**src/rtl/sysfun_cosim_pkg.sv**
```systemverilog
`default_nettype none
// ============================================================================
//  Module   : sysfun_cosim_pkg
//  Brief    : Shared types, widths and the signature step for the
//             array-query system-function cosim sequencer.
//  Revision : 1.0 - initial release
// ============================================================================
package sysfun_cosim_pkg;

    localparam int SEL_W   = 5;
    localparam int DATA_W  = 128;
    localparam int SIG_W   = 32;

    // Selector fields: sel[2:0] picks the object, sel[4:3] the query pair
    localparam int OBJ_LSB = 0;
    localparam int QRY_LSB = 3;

    typedef enum logic [2:0] {
        S_IDLE    = 3'd0,
        S_DRIVE   = 3'd1,
        S_SETTLE  = 3'd2,
        S_CAPTURE = 3'd3,
        S_EMIT    = 3'd4,
        S_FINISH  = 3'd5
    } state_t;

    // One signature update: rotate left by one, then mix in the XOR fold of
    // the result and the zero-extended selector that produced it.
    function automatic logic [SIG_W-1:0] sig_step(
        input logic [SIG_W-1:0]  sig,
        input logic [DATA_W-1:0] data,
        input logic [SEL_W:0]    sel
    );
        logic [SIG_W-1:0] f;
        f = '0;
        for (int i = 0; i < DATA_W / SIG_W; i++) begin
            f = f ^ data[i*SIG_W +: SIG_W];
        end
        return {sig[SIG_W-2:0], sig[SIG_W-1]} ^ f ^ SIG_W'(sel);
    endfunction

endpackage : sysfun_cosim_pkg
`default_nettype wire

```
**src/rtl/sysfun_sig_fold.sv**
```systemverilog
`default_nettype none
// ============================================================================
//  Module   : sysfun_sig_fold
//  Brief    : Combinational XOR fold of a DATA_W bus into SIG_W bits.
//  Revision : 1.0 - initial release
// ============================================================================
module sysfun_sig_fold #(
    parameter int DATA_W = 128,
    parameter int SIG_W  = 32
) (
    input  logic [DATA_W-1:0] data,
    output logic [SIG_W-1:0]  fold
);

    // XOR together every SIG_W-wide word of the input
    always_comb begin
        fold = '0;
        for (int i = 0; i < DATA_W / SIG_W; i++) begin
            fold = fold ^ data[i*SIG_W +: SIG_W];
        end
    end

endmodule : sysfun_sig_fold
`default_nettype wire

```
**src/rtl/sysfun_query_sequencer.sv**
```systemverilog
`default_nettype none
// ============================================================================
//  Module   : sysfun_query_sequencer
//  Brief    : Walks a selector range into the array-query DUT, captures each
//             result, streams it over valid/ready and folds it into a
//             running signature.
//  Revision : 1.0 - initial release
// ============================================================================
module sysfun_query_sequencer #(
    parameter int SEL_W  = sysfun_cosim_pkg::SEL_W,
    parameter int DATA_W = sysfun_cosim_pkg::DATA_W,
    parameter int SETTLE = 1,
    parameter int SIG_W  = sysfun_cosim_pkg::SIG_W
) (
    input  logic              clk,
    input  logic              rst_n,
    input  logic              start,
    input  logic              abort,
    input  logic [SEL_W-1:0]  sel_lo,
    input  logic [SEL_W-1:0]  sel_hi,
    output logic [DATA_W-1:0] dut_in,
    input  logic [DATA_W-1:0] dut_out,
    output logic              res_valid,
    input  logic              res_ready,
    output logic [SEL_W-1:0]  res_sel,
    output logic [DATA_W-1:0] res_data,
    output logic              busy,
    output logic              done,
    output logic              range_err,
    output logic [SIG_W-1:0]  sig
);
    import sysfun_cosim_pkg::*;

    state_t           r_state;
    state_t           w_next;
    // One extra bit so a range ending at the top selector cannot wrap
    logic [SEL_W:0]   r_cur_sel;
    logic [SEL_W-1:0] r_sel_hi;
    logic [3:0]       r_cnt;
    logic [SIG_W-1:0] w_fold;
    logic             w_last;
    logic             w_start;

    assign w_last  = (r_cur_sel == {1'b0, r_sel_hi});
    // A start coinciding with abort is dropped
    assign w_start = start && !abort;

    sysfun_sig_fold #(
        .DATA_W (DATA_W),
        .SIG_W  (SIG_W)
    ) u_fold (
        .data (dut_out),
        .fold (w_fold)
    );

    // State register
    always_ff @(posedge clk or negedge rst_n) begin
        if (!rst_n) begin
            r_state <= S_IDLE;
        end else begin
            r_state <= w_next;
        end
    end

    // Next-state decode and status outputs; abort overrides everything
    always_comb begin
        w_next = r_state;
        busy   = (r_state != S_IDLE);
        done   = (r_state == S_FINISH);
        case (r_state)
            S_IDLE: begin
                if (w_start) begin
                    w_next = (sel_lo > sel_hi) ? S_FINISH : S_DRIVE;
                end
            end
            S_DRIVE:   w_next = (SETTLE == 0) ? S_CAPTURE : S_SETTLE;
            S_SETTLE: begin
                if (r_cnt == 4'(SETTLE - 1)) begin
                    w_next = S_CAPTURE;
                end
            end
            S_CAPTURE: w_next = S_EMIT;
            S_EMIT: begin
                if (res_ready) begin
                    w_next = w_last ? S_FINISH : S_DRIVE;
                end
            end
            S_FINISH:  w_next = S_IDLE;
            default:   w_next = S_IDLE;
        endcase
        if (abort && (r_state != S_IDLE)) begin
            w_next = S_IDLE;
        end
    end

    // Datapath: range latch, DUT drive, settle counter, capture and signature
    always_ff @(posedge clk or negedge rst_n) begin
        if (!rst_n) begin
            r_cur_sel <= '0;
            r_sel_hi  <= '0;
            r_cnt     <= '0;
            dut_in    <= '0;
            res_valid <= 1'b0;
            res_sel   <= '0;
            res_data  <= '0;
            range_err <= 1'b0;
            sig       <= '0;
        end else begin
            case (r_state)
                S_IDLE: begin
                    if (w_start) begin
                        r_sel_hi  <= sel_hi;
                        r_cur_sel <= {1'b0, sel_lo};
                        sig       <= '0;
                        range_err <= (sel_lo > sel_hi);
                    end
                end
                S_DRIVE: begin
                    dut_in <= DATA_W'(r_cur_sel);
                    r_cnt  <= '0;
                end
                S_SETTLE: begin
                    r_cnt <= r_cnt + 4'd1;
                end
                S_CAPTURE: begin
                    if (!abort) begin
                        res_data  <= dut_out;
                        res_sel   <= r_cur_sel[SEL_W-1:0];
                        sig       <= {sig[SIG_W-2:0], sig[SIG_W-1]} ^ w_fold
                                     ^ SIG_W'(r_cur_sel);
                        res_valid <= 1'b1;
                    end
                end
                S_EMIT: begin
                    if (abort) begin
                        res_valid <= 1'b0;
                    end else if (res_ready) begin
                        res_valid <= 1'b0;
                        if (!w_last) begin
                            r_cur_sel <= r_cur_sel + (SEL_W+1)'(1);
                        end
                    end
                end
                default: begin
                end
            endcase
        end
    end

endmodule : sysfun_query_sequencer
`default_nettype wire

```
**config.mk**
```make
export PLATFORM = sky130hd
export DESIGN_NAME = sysfun_query_sequencer
export DESIGN_NICKNAME = d
export VERILOG_FILES = /design/src/rtl/sysfun_cosim_pkg.sv /design/src/rtl/sysfun_sig_fold.sv /design/src/rtl/sysfun_query_sequencer.sv
export SDC_FILE = /design/constraint.sdc
export NUM_CORES = 1
export LEC_CHECK = 0
export CAP_MARGIN = 25
export CELL_PAD_IN_SITES_DETAIL_PLACEMENT = 1
export CELL_PAD_IN_SITES_GLOBAL_PLACEMENT = 1
export CORE_MARGIN = 2
export CORE_UTILIZATION = 35
export CTS_CLUSTER_DIAMETER = 50
export DETAILED_ROUTE_END_ITERATION = 6
export PLACE_DENSITY_LB_ADDON = 0.12
export SLEW_MARGIN = 20
export SYNTH_ARGS = -nofsm -noshare
export SYNTH_HDL_FRONTEND = slang
export SYNTH_SLANG_ARGS = --single-unit
export TNS_END_PERCENT = 50
```
**constraint.sdc**
```tcl
create_clock -name clk -period 5.35 [get_ports clk]
set_clock_uncertainty 0.05 [all_clocks]
set_input_delay 0.8025 -clock clk [delete_from_list [all_inputs] [get_ports clk]]
set_output_delay 0.8025 -clock clk [all_outputs]
set_load 0.05 [all_outputs]
```
==> results.md <==
- Status: complete, no violations
- TritonCTS Buffers: 17
- Area of the multi-input gates: 4250 um2
- Register bit total from synthesis: 191
- Total net switching power: 4.18 mW
- Post-placement cell count: 1440
- Hold_buf cts: 0
- Average wire per standard cell: 17.9 um
- Final Hold Viols: 0
- Root Buffer: clkbuf_16
- Drt total wl: 26300 um
- Power, Total: 8.68 mW
- Hold Crit Class: input port to asynchronous set/reset pin
- Crit-path max FO: 18
- Setup crit start kind: register
- Port-buffer cells: 317
- # IOs: 440
- Clock share of power: 15.3%
- Cell taking the most area after synthesis: dfrtp_1
- Initial antenna violation count: 0
- CTS tree: done
- Critical path class: register to output pin
- Resize count post-CTS: 0
- Reg clk slew, reported paths: 80 ps
- Max-slew violations: 0
- Power Dens Cells: 648 nW/um2
- Minimum clock period: 3360 ps
- Fin crit share: 62.8%
- Drc violations: 0
- Row cnt: 61
- Internal power: 4.50 mW
- Post-synth ARST share: 100%
- F_max: 0.298 GHz
- Vias in the first global route: 6917
- Cell variety after synth: 44
- Combinational power share: 56.1%
- Top cell type's share of synthesized area: 49.0%
- Largest net degree at the start of global routing: 166
- DR iter-0 viols: 192
- Worst endpoint required time: 4500 ps
- Sequential element share of the synthesized area: 49.0%
- Die W: 171 um
- Static Leakage: 5.63 nW
- Synth top area cells: dfrtp_1 (49%), mux2_2 (16%), xnor2_1 (12%)
- Net Sw Frac: 48.2%
- Tightest Pin Transition: 990 ps
- Sink Count: 191
- Post-CTS Repair Setup Buffers: 0
- TritonRoute pass-1 iters: 4
- Hpwl dp: 19300 um
- Max_cap viols: 0
- Core Area: 27600 um2
- EDFF count, synth: 0
- Worst VDD drop: 370 uV
- Slew Limit Headroom: 34.0%
- Post-DRT Antenna Nets: 0
- Share of cells above drive strength 1: 16.8%
- Final setup fails: 0
- Tot GR Track Use: 17.9%
- Final #Nets: 1232
- Unrepaired setup endpoints after global routing: no
- Max clock buf depth: 2
- H-tree levels: 4
- Reg area: 4780 um2
- Area grow syn2layout: 37.3%
- Commonest cells post-synth: dfrtp_1 (191), mux2_2 (140), buf_4 (134)
- Mean post-synth cell area: 12.6 um2
- Grt ovf: 0
- Vias per inst: 4.43
- Antenna diodes: 0
- Reg power frac: 28.6%
- GP Congestion: 0.735
- Die outline area: 29200 um2
- Clk_lat worst skew: 440 ps
- Most common cell in the synthesized netlist: dfrtp_1
- Non-filler cells, final: 1472
- Top FF cell, synth: dfrtp_1
- Post-Synthesis Cell Area: 9760 um2
- Post-Syn Instances: 777
- Worst setup EP type: output pin
- Fill cells: 2957
- Ys Warns: 0
- Initial Utilization: 35.3%
- Die Y-Extent: 171 um
- Global-route wire length before repair: 39900 um
- Via count: 6519
- Worst EP arrival: 2510 ps
- TNS Setup: 0 ps
## registers in the layout, summed over array words and instances (netlist names)
signal / count
r_cur_sel: 6
r_state: 3
sig: 32
range_err: 1
r_cnt: 4
res_valid: 1
res_sel: 5
dut_in: 6
r_sel_hi: 5
res_data: 128
## cells in the final DEF, fill, tap and decap left out, drive strengths merged, types with 2 or more instances in the layout
cell type	n
clkdlybuf4s50	316
dfrtp	191
mux2	140
xnor2	132
conb	122
a22o	32
o21ai	23
inv	19
clkbuf	18
nand2	14
nor2	13
xor2	8
ha	8
a21oi	6
nor3	5
and3	4
mux2i	4
clkinv	4
nor2b	3
nand3	3
a21o	3
nor3b	3
buf	3
a41oi	2
nor4	2
o31ai	2
## routing by layer
| layer | GRT usage [%] | wire (um) | vias up |
|---|---|---|---|
| met4 | 4.57 | 373 | 0 |
| met3 | 5.99 | 1990 | 19 |
| met5 | 0 | 0 | - |
| li1 | - | - | 3000 |
| met1 | 21.7 | 10700 | 3267 |
| met2 | 30.6 | 13300 | 233 |
## per-stage QoR
step	instance area, um2	hold WS, ps	setup WS (ps)	util (%)
finish	13400	355	1990	48.5
global route	13400	412	1850	48.5
CTS	13400	411	1950	48.5
detailed placement	12800	444	2290	46.3
global placement	12800	422	2230	46.2
floorplan	10200	419	3280	-
## logic make-up (layout without fill, tap and decap cells)
kind of cell | Yosys count | in the layout | synth area share (%)
DFF | 191 | 191 | 49.0
xor gates and xnor gates | 140 | 140 | 12.6
buffers and inverters | 166 | 362 | 12.3
AOI/OAI and AO/OA | 74 | 74 | 5.56
other | 1 | 122 | 0.0384
muxes | 144 | 144 | 16.6
and+or+nand+nor | 53 | 53 | 2.99
adders and majority gates | 8 | 8 | 1.03
## critical path, cell delays in order, from the launching register on
cell	delay (ps)
dfrtp_1	620
nor3_1	560
inv_1	160
clkdlybuf4s50_1	730
## area by class of cell
type	instances	share of cell area, %
clock buffers	17	3.17
clock inverters	15	1.39
inverters	10	0.280
multi-input cells	541	31.7
flip-flops and latches	191	35.7
well taps	378	3.53
repair buffers	320	24.2
## final timing paths
check                                       start                         to  slack (ps)  depth (start not counted)
setup reg to reg           r_state[1]$_DFFE_PN0P_  res_data[106]$_DFFE_PN0P_        2580                          5
min in group clk            range_err$_DFFE_PN0P_      range_err$_DFFE_PN0P_         460                          2
hold reg to reg             range_err$_DFFE_PN0P_      range_err$_DFFE_PN0P_         460                          2
setup / recovery           r_state[0]$_DFFE_PN0P_                       busy        1990                          3
hold / removal                              rst_n     res_sel[3]$_DFFE_PN0P_         360                          1
max in group asynchronous                   rst_n   res_data[88]$_DFFE_PN0P_        3880                          2
## power by group through the flow
stage,sequential (mW),clock [mW],combinational [mW]
final,2.49,1.33,4.87
after global routing,2.58,1.45,5.08
after CTS,2.50,1.39,4.91
after detailed placement,2.51,0,4.90
after global placement,2.49,0,4.86
after floorplan,4.45,0,1.36
Note: power is estimated with default switching activity, not from simulation.
==> edit 1, RTL diff (same flow settings) <==
The 6 states of `state_t` get a one-hot encoding in 6 bits.
--- a/src/rtl/sysfun_cosim_pkg.sv
+++ b/src/rtl/sysfun_cosim_pkg.sv
@@ -15,13 +15,13 @@
     localparam int OBJ_LSB = 0;
     localparam int QRY_LSB = 3;
 
-    typedef enum logic [2:0] {
-        S_IDLE    = 3'd0,
-        S_DRIVE   = 3'd1,
-        S_SETTLE  = 3'd2,
-        S_CAPTURE = 3'd3,
-        S_EMIT    = 3'd4,
-        S_FINISH  = 3'd5
+    typedef enum logic [5:0] {
+        S_IDLE    = 6'b000001,
+        S_DRIVE   = 6'b000010,
+        S_SETTLE  = 6'b000100,
+        S_CAPTURE = 6'b001000,
+        S_EMIT    = 6'b010000,
+        S_FINISH  = 6'b100000
     } state_t;
 
     // One signature update: rotate left by one, then mix in the XOR fold of
Formal check against the unedited RTL: same outputs for any inputs over 4 cycles, from zero or initial values and one cycle with rst_n low; so few cycles prove little.
==> edit 1 against the original RTL <==
- cell area grew 0.75%
- die area up 0.33%
- worst hold slack better by 85 ps
- setup slack worse by 100 ps
- wire length up 3.2%
- synthesized area increased by 0.33%
- sequential cell count increased by 3
Power is not compared: it rests on default switching activity, and its combinational part moved more than twofold at a synthesized area within 25%.
==> edit 1: results <==
[setup_path]
cp-startpoint = "r_state[1]"
setup.worst_path.start_class = "flip-flop"
worst-r2r-setup-slack_ps = 2420
crit_path_max_incr_delay_ps = 860
cpMaxStageDelayCell = "clkdlybuf4s50_1"
regToRegEndpoint = "r_cur_sel[4]"
r2r.worst_path.cells = 5
path_buf_inv = 1
worstSetupEndpoint = "done"
kind_of_cell_adding_the_most_delay_to_the_critical_path = "buffers and inverters"
worst_ep_arrival_time_ps = 2610
worst-path-max-fanout = 8

[synthesis]
asyncSetResetFlopFracSynth_pct = 100
synth-main-ff-cell = "dfrtp_1"
netlist-cell-type-count = 49
synth_sequential_area_ratio_pct = 49.6
yosys-top-cells-count = "dfrtp_1, mux2_2, xnor2_1"
synth.yosys.warnings = 0
netlist_top_cells_area = "dfrtp_1, mux2_2, xnor2_1"

[grt]
pin_count_of_the_biggest_net_entering_global_routing = 111
global_route.usage.met1_pct = 21.9
met3_usage_pct = 6.99
global_route_wire_length_before_repair_um = 40400
initial_antenna_violation_count = 3
groute.layer.met2.usage_pct = 30.9
grt_pass1_vias = 6896
gr-usage-all-layers_pct = 18.4

[clocking]
post_cts_resize_count = 0
cts_inserted_buffers = 17
worst_skew_pair.late_latency_ps = 440
master_cell_of_the_clock_root_buffer = "clkbuf_16"
postCtsSetupBuffers = 0
clockBufferDepth = 2
clock_tree.htree_level_count = 4
clk_pin_slew_worst_paths_ps = 80

[pwr]
max-vdd-ir-drop_uv = 203
static-leakage-power_nw = 5.80

[layout]
post_route_cells_drive_above_1_share_pct = 17.5
antennaDiodeCount = 0
layout_top_registers = "res_data x128, sig x32"
n_fill_cell = 2954
final_nets = 1239

[routing]
routed_wire_length_per_instance_um = 18.4
detailedRoute.firstPassIterationCount = 4
vias = 6570
top_layer = "met5"
dr_wl_met2_um = 13600
routed_metal_1_wirelength_um = 10900
met3_routed_length_um = 2270
detail_route.iter0.violations = 156

[worst_hold_path]
min-delay-path-class = "in2async"

[timing]
hold_slack_ps = 440
worst-slew-pin-transition_ps = 912

[outcome]
outcome = "finished, final reports clean"

[place]
portBuffers = 317
place_congestion = 0.740
place.detailed.hpwl_um = 20000
-- edit 1: changes by cell type after synthesis, sizes merged, moves of 3 or more --
cell,change
xor2,+5
o21ai,-11
and3b,+3
mux2i,-3
nand3,+5
nor3,-4
xnor2,-4
mux2,+5
nand2,-7
-- edit 1: stage by stage --
stage	worst slack, ps	power [mW]	std cells	utilization (%)	cell area (um^2)
global route	1720	4.51	1479	48.9	13500
finish	1890	4.31	1479	48.9	13500
global placement	2170	3.01	1446	46.6	12900
floorplan	2300	2.66	902	-	10200
detailed placement	2080	3.02	1446	46.6	12900
CTS	1870	4.37	1478	48.8	13500
-- edit 1: layout make-up --
| type | instances | area, um^2 | area share (%) |
|---|---|---|---|
| Sequential cell | 194 | 4860 | 36.0 |
| Tap cell | 378 | 473 | 3.50 |
| Inverter | 11 | 41.3 | 0.306 |
| Clock buffer | 18 | 429 | 3.18 |
| Multi-Input combinational cell | 541 | 4290 | 31.7 |
| Timing Repair Buffer | 323 | 3250 | 24.1 |
| Clock inverter | 14 | 169 | 1.25 |
-- edit 1: power by group --
| part | internal, mW | switching [mW] | total (mW) |
|---|---|---|---|
| sequential | 1.59 | 0.118 | 1.70 |
| combinational | 0.480 | 0.805 | 1.28 |
| clock | 0.670 | 0.647 | 1.32 |
| total | 2.74 | 1.57 | 4.31 |
-- edit 1: cells by family after synthesis --
kind of cell / after synthesis / synth area share, %
compound gates: 69 / 5.39
xor+xnor: 141 / 12.6
fa+ha+maj: 8 / 1.02
buf+inv: 167 / 11.4
flops: 194 / 49.6
mux: 146 / 16.8
other cells: 1 / 0.0383
simple gates: 55 / 3.21
==> edit 2, RTL diff (same flow settings) <==
Without the edit above. The package constant `SEL_W` goes from 5 to 6.
--- a/src/rtl/sysfun_cosim_pkg.sv
+++ b/src/rtl/sysfun_cosim_pkg.sv
@@ -7,7 +7,7 @@
 // ============================================================================
 package sysfun_cosim_pkg;
 
-    localparam int SEL_W   = 5;
+    localparam int SEL_W   = 6;
     localparam int DATA_W  = 128;
     localparam int SIG_W   = 32;
 
Interface: changed (resized res_sel, sel_hi and sel_lo); port bits go from 440 to 443. The function was not compared with the original's and may differ.
==> edit 2 against the original RTL <==
- critical path type unchanged
- sequential share of layout area up 0.090 points
- sequential cell count up 4
- power down 5.3%
- cell area up 1.8%
- setup slack better by 64 ps
- via count up 23%
- largest cell class unchanged
- clock power down 6%
- final cell count up 22%
- synthesized area up 2.6%
- wire length up 19%
==> edit 2: results <==
[clocking]
postCtsSetupBuffers = 0
master_cell_of_the_clock_root_buffer = "clkbuf_16"
clock_tree.htree_level_count = 4

[grt]
global_route_wire_length_before_repair_um = 48700
initial_antenna_violation_count = 1
gr-usage-all-layers_pct = 20.8
grt_pass1_vias = 8238
pin_count_of_the_biggest_net_entering_global_routing = 135

[setup_path]
worst_ep_arrival_time_ps = 2440
worst-path-max-fanout = 11
crit_path_max_incr_delay_ps = 830
r2r.worst_path.cells = 6

[outcome]
outcome = "finished, final reports clean"

[layout]
post_route_cells_drive_above_1_share_pct = 4.67
final_nets = 1554
n_fill_cell = 3271

[synthesis]
yosys-top-cells-count = "nand2_1, dfrtp_1, buf_4"
netlist_top_cells_area = "dfrtp_1, nand2_1, xnor2_1"
asyncSetResetFlopFracSynth_pct = 100
netlist-cell-type-count = 39
synth_sequential_area_ratio_pct = 48.7

[pwr]
static-leakage-power_nw = 6.36
swShare_pct = 49.8
max-vdd-ir-drop_uv = 355

[routing]
vias = 8014
detail_route.iter0.violations = 386
routed_wire_length_per_instance_um = 17.5

[place]
portBuffers = 321
place_congestion = 0.798
dp_worst_setup_slack_ps = 2140
place.detailed.hpwl_um = 23000

[timing]
worst-slew-pin-transition_ps = 911
[edit 2: cell count changes in the layout (fill, tap and decap cells not counted), moves of 5 or more]
| cell | change |
|---|---|
| nand2_1 | +429 |
| mux2_2 | -126 |
| o22ai_1 | +33 |
| a22o_1 | -32 |
| xor2_1 | +23 |
| xnor2_1 | -21 |
| o21ai_0 | -11 |
| a21oi_1 | +8 |
| nand3_1 | +6 |
| buf_4 | +5 |
| nor2_1 | -5 |
[edit 2: path summary, 6_finish.rpt]
| check | from | to | slack [ps] |
|---|---|---|---|
| worst max-delay path | r_state[1] | done | 2060 |
| worst min-delay path | rst_n | res_data[19] | 370 |
| worst max register to register | r_state[1] | sig[14] | 2680 |
| worst min register to register | res_data[31] | res_data[31] | 420 |
| max in group asynchronous | rst_n | res_data[97] | 3620 |
| min in group clk | res_data[31] | res_data[31] | 420 |
[edit 2: final cells by class]
type | instances | share of cell area (%)
well taps | 378 | 3.47
diodes | 1 | 0.0183
inverters | 11 | 0.303
repair buffers | 328 | 24.1
clock buffers | 18 | 3.14
clock inverters | 14 | 0.889
multi-input cells | 847 | 32.3
flip-flops and latches | 195 | 35.8
[edit 2: per-layer routing]
| layer | vias up | wire length (um) | share of wire, % | GRT usage (%) |
|---|---|---|---|---|
| met2 | 263 | 15300 | 49 | 34.7 |
| met5 | - | 0 | 0 | 0 |
| li1 | 3813 | - | - | - |
| met1 | 3910 | 13600 | 43 | 26.5 |
| met3 | 28 | 1880 | 6.0 | 5.69 |
| met4 | 0 | 563 | 1.8 | 5.44 |
[edit 2: power by group through the flow]
stage	Sequential (mW)	Combinational, mW	Clock (mW)
after global routing	2.57	4.74	1.33
final	2.48	4.50	1.25
after detailed placement	2.51	4.52	0
after global placement	2.50	4.46	0
after CTS	2.49	4.54	1.28
after floorplan	4.22	1.26	0
[edit 2: metrics by stage]
step | cells | utilization, % | instance area, um^2
after floorplan | 1227 | - | 10500
after global placement | 1759 | 46.7 | 13100
after detailed placement | 1759 | 46.7 | 13100
after CTS | 1791 | 48.7 | 13600
after global routing | 1791 | 48.7 | 13600
final | 1792 | 48.7 | 13600
[edit 2: logic make-up after synthesis]
family / share of synthesized area [%]
DFF: 48.7
other: 0.0374
xor gates and xnor gates: 12.4
adders and majority gates: 1.12
muxes: 1.97
AOI/OAI and AO/OA: 4.47
and+or+nand+nor: 19.2
buffers and inverters: 12.0
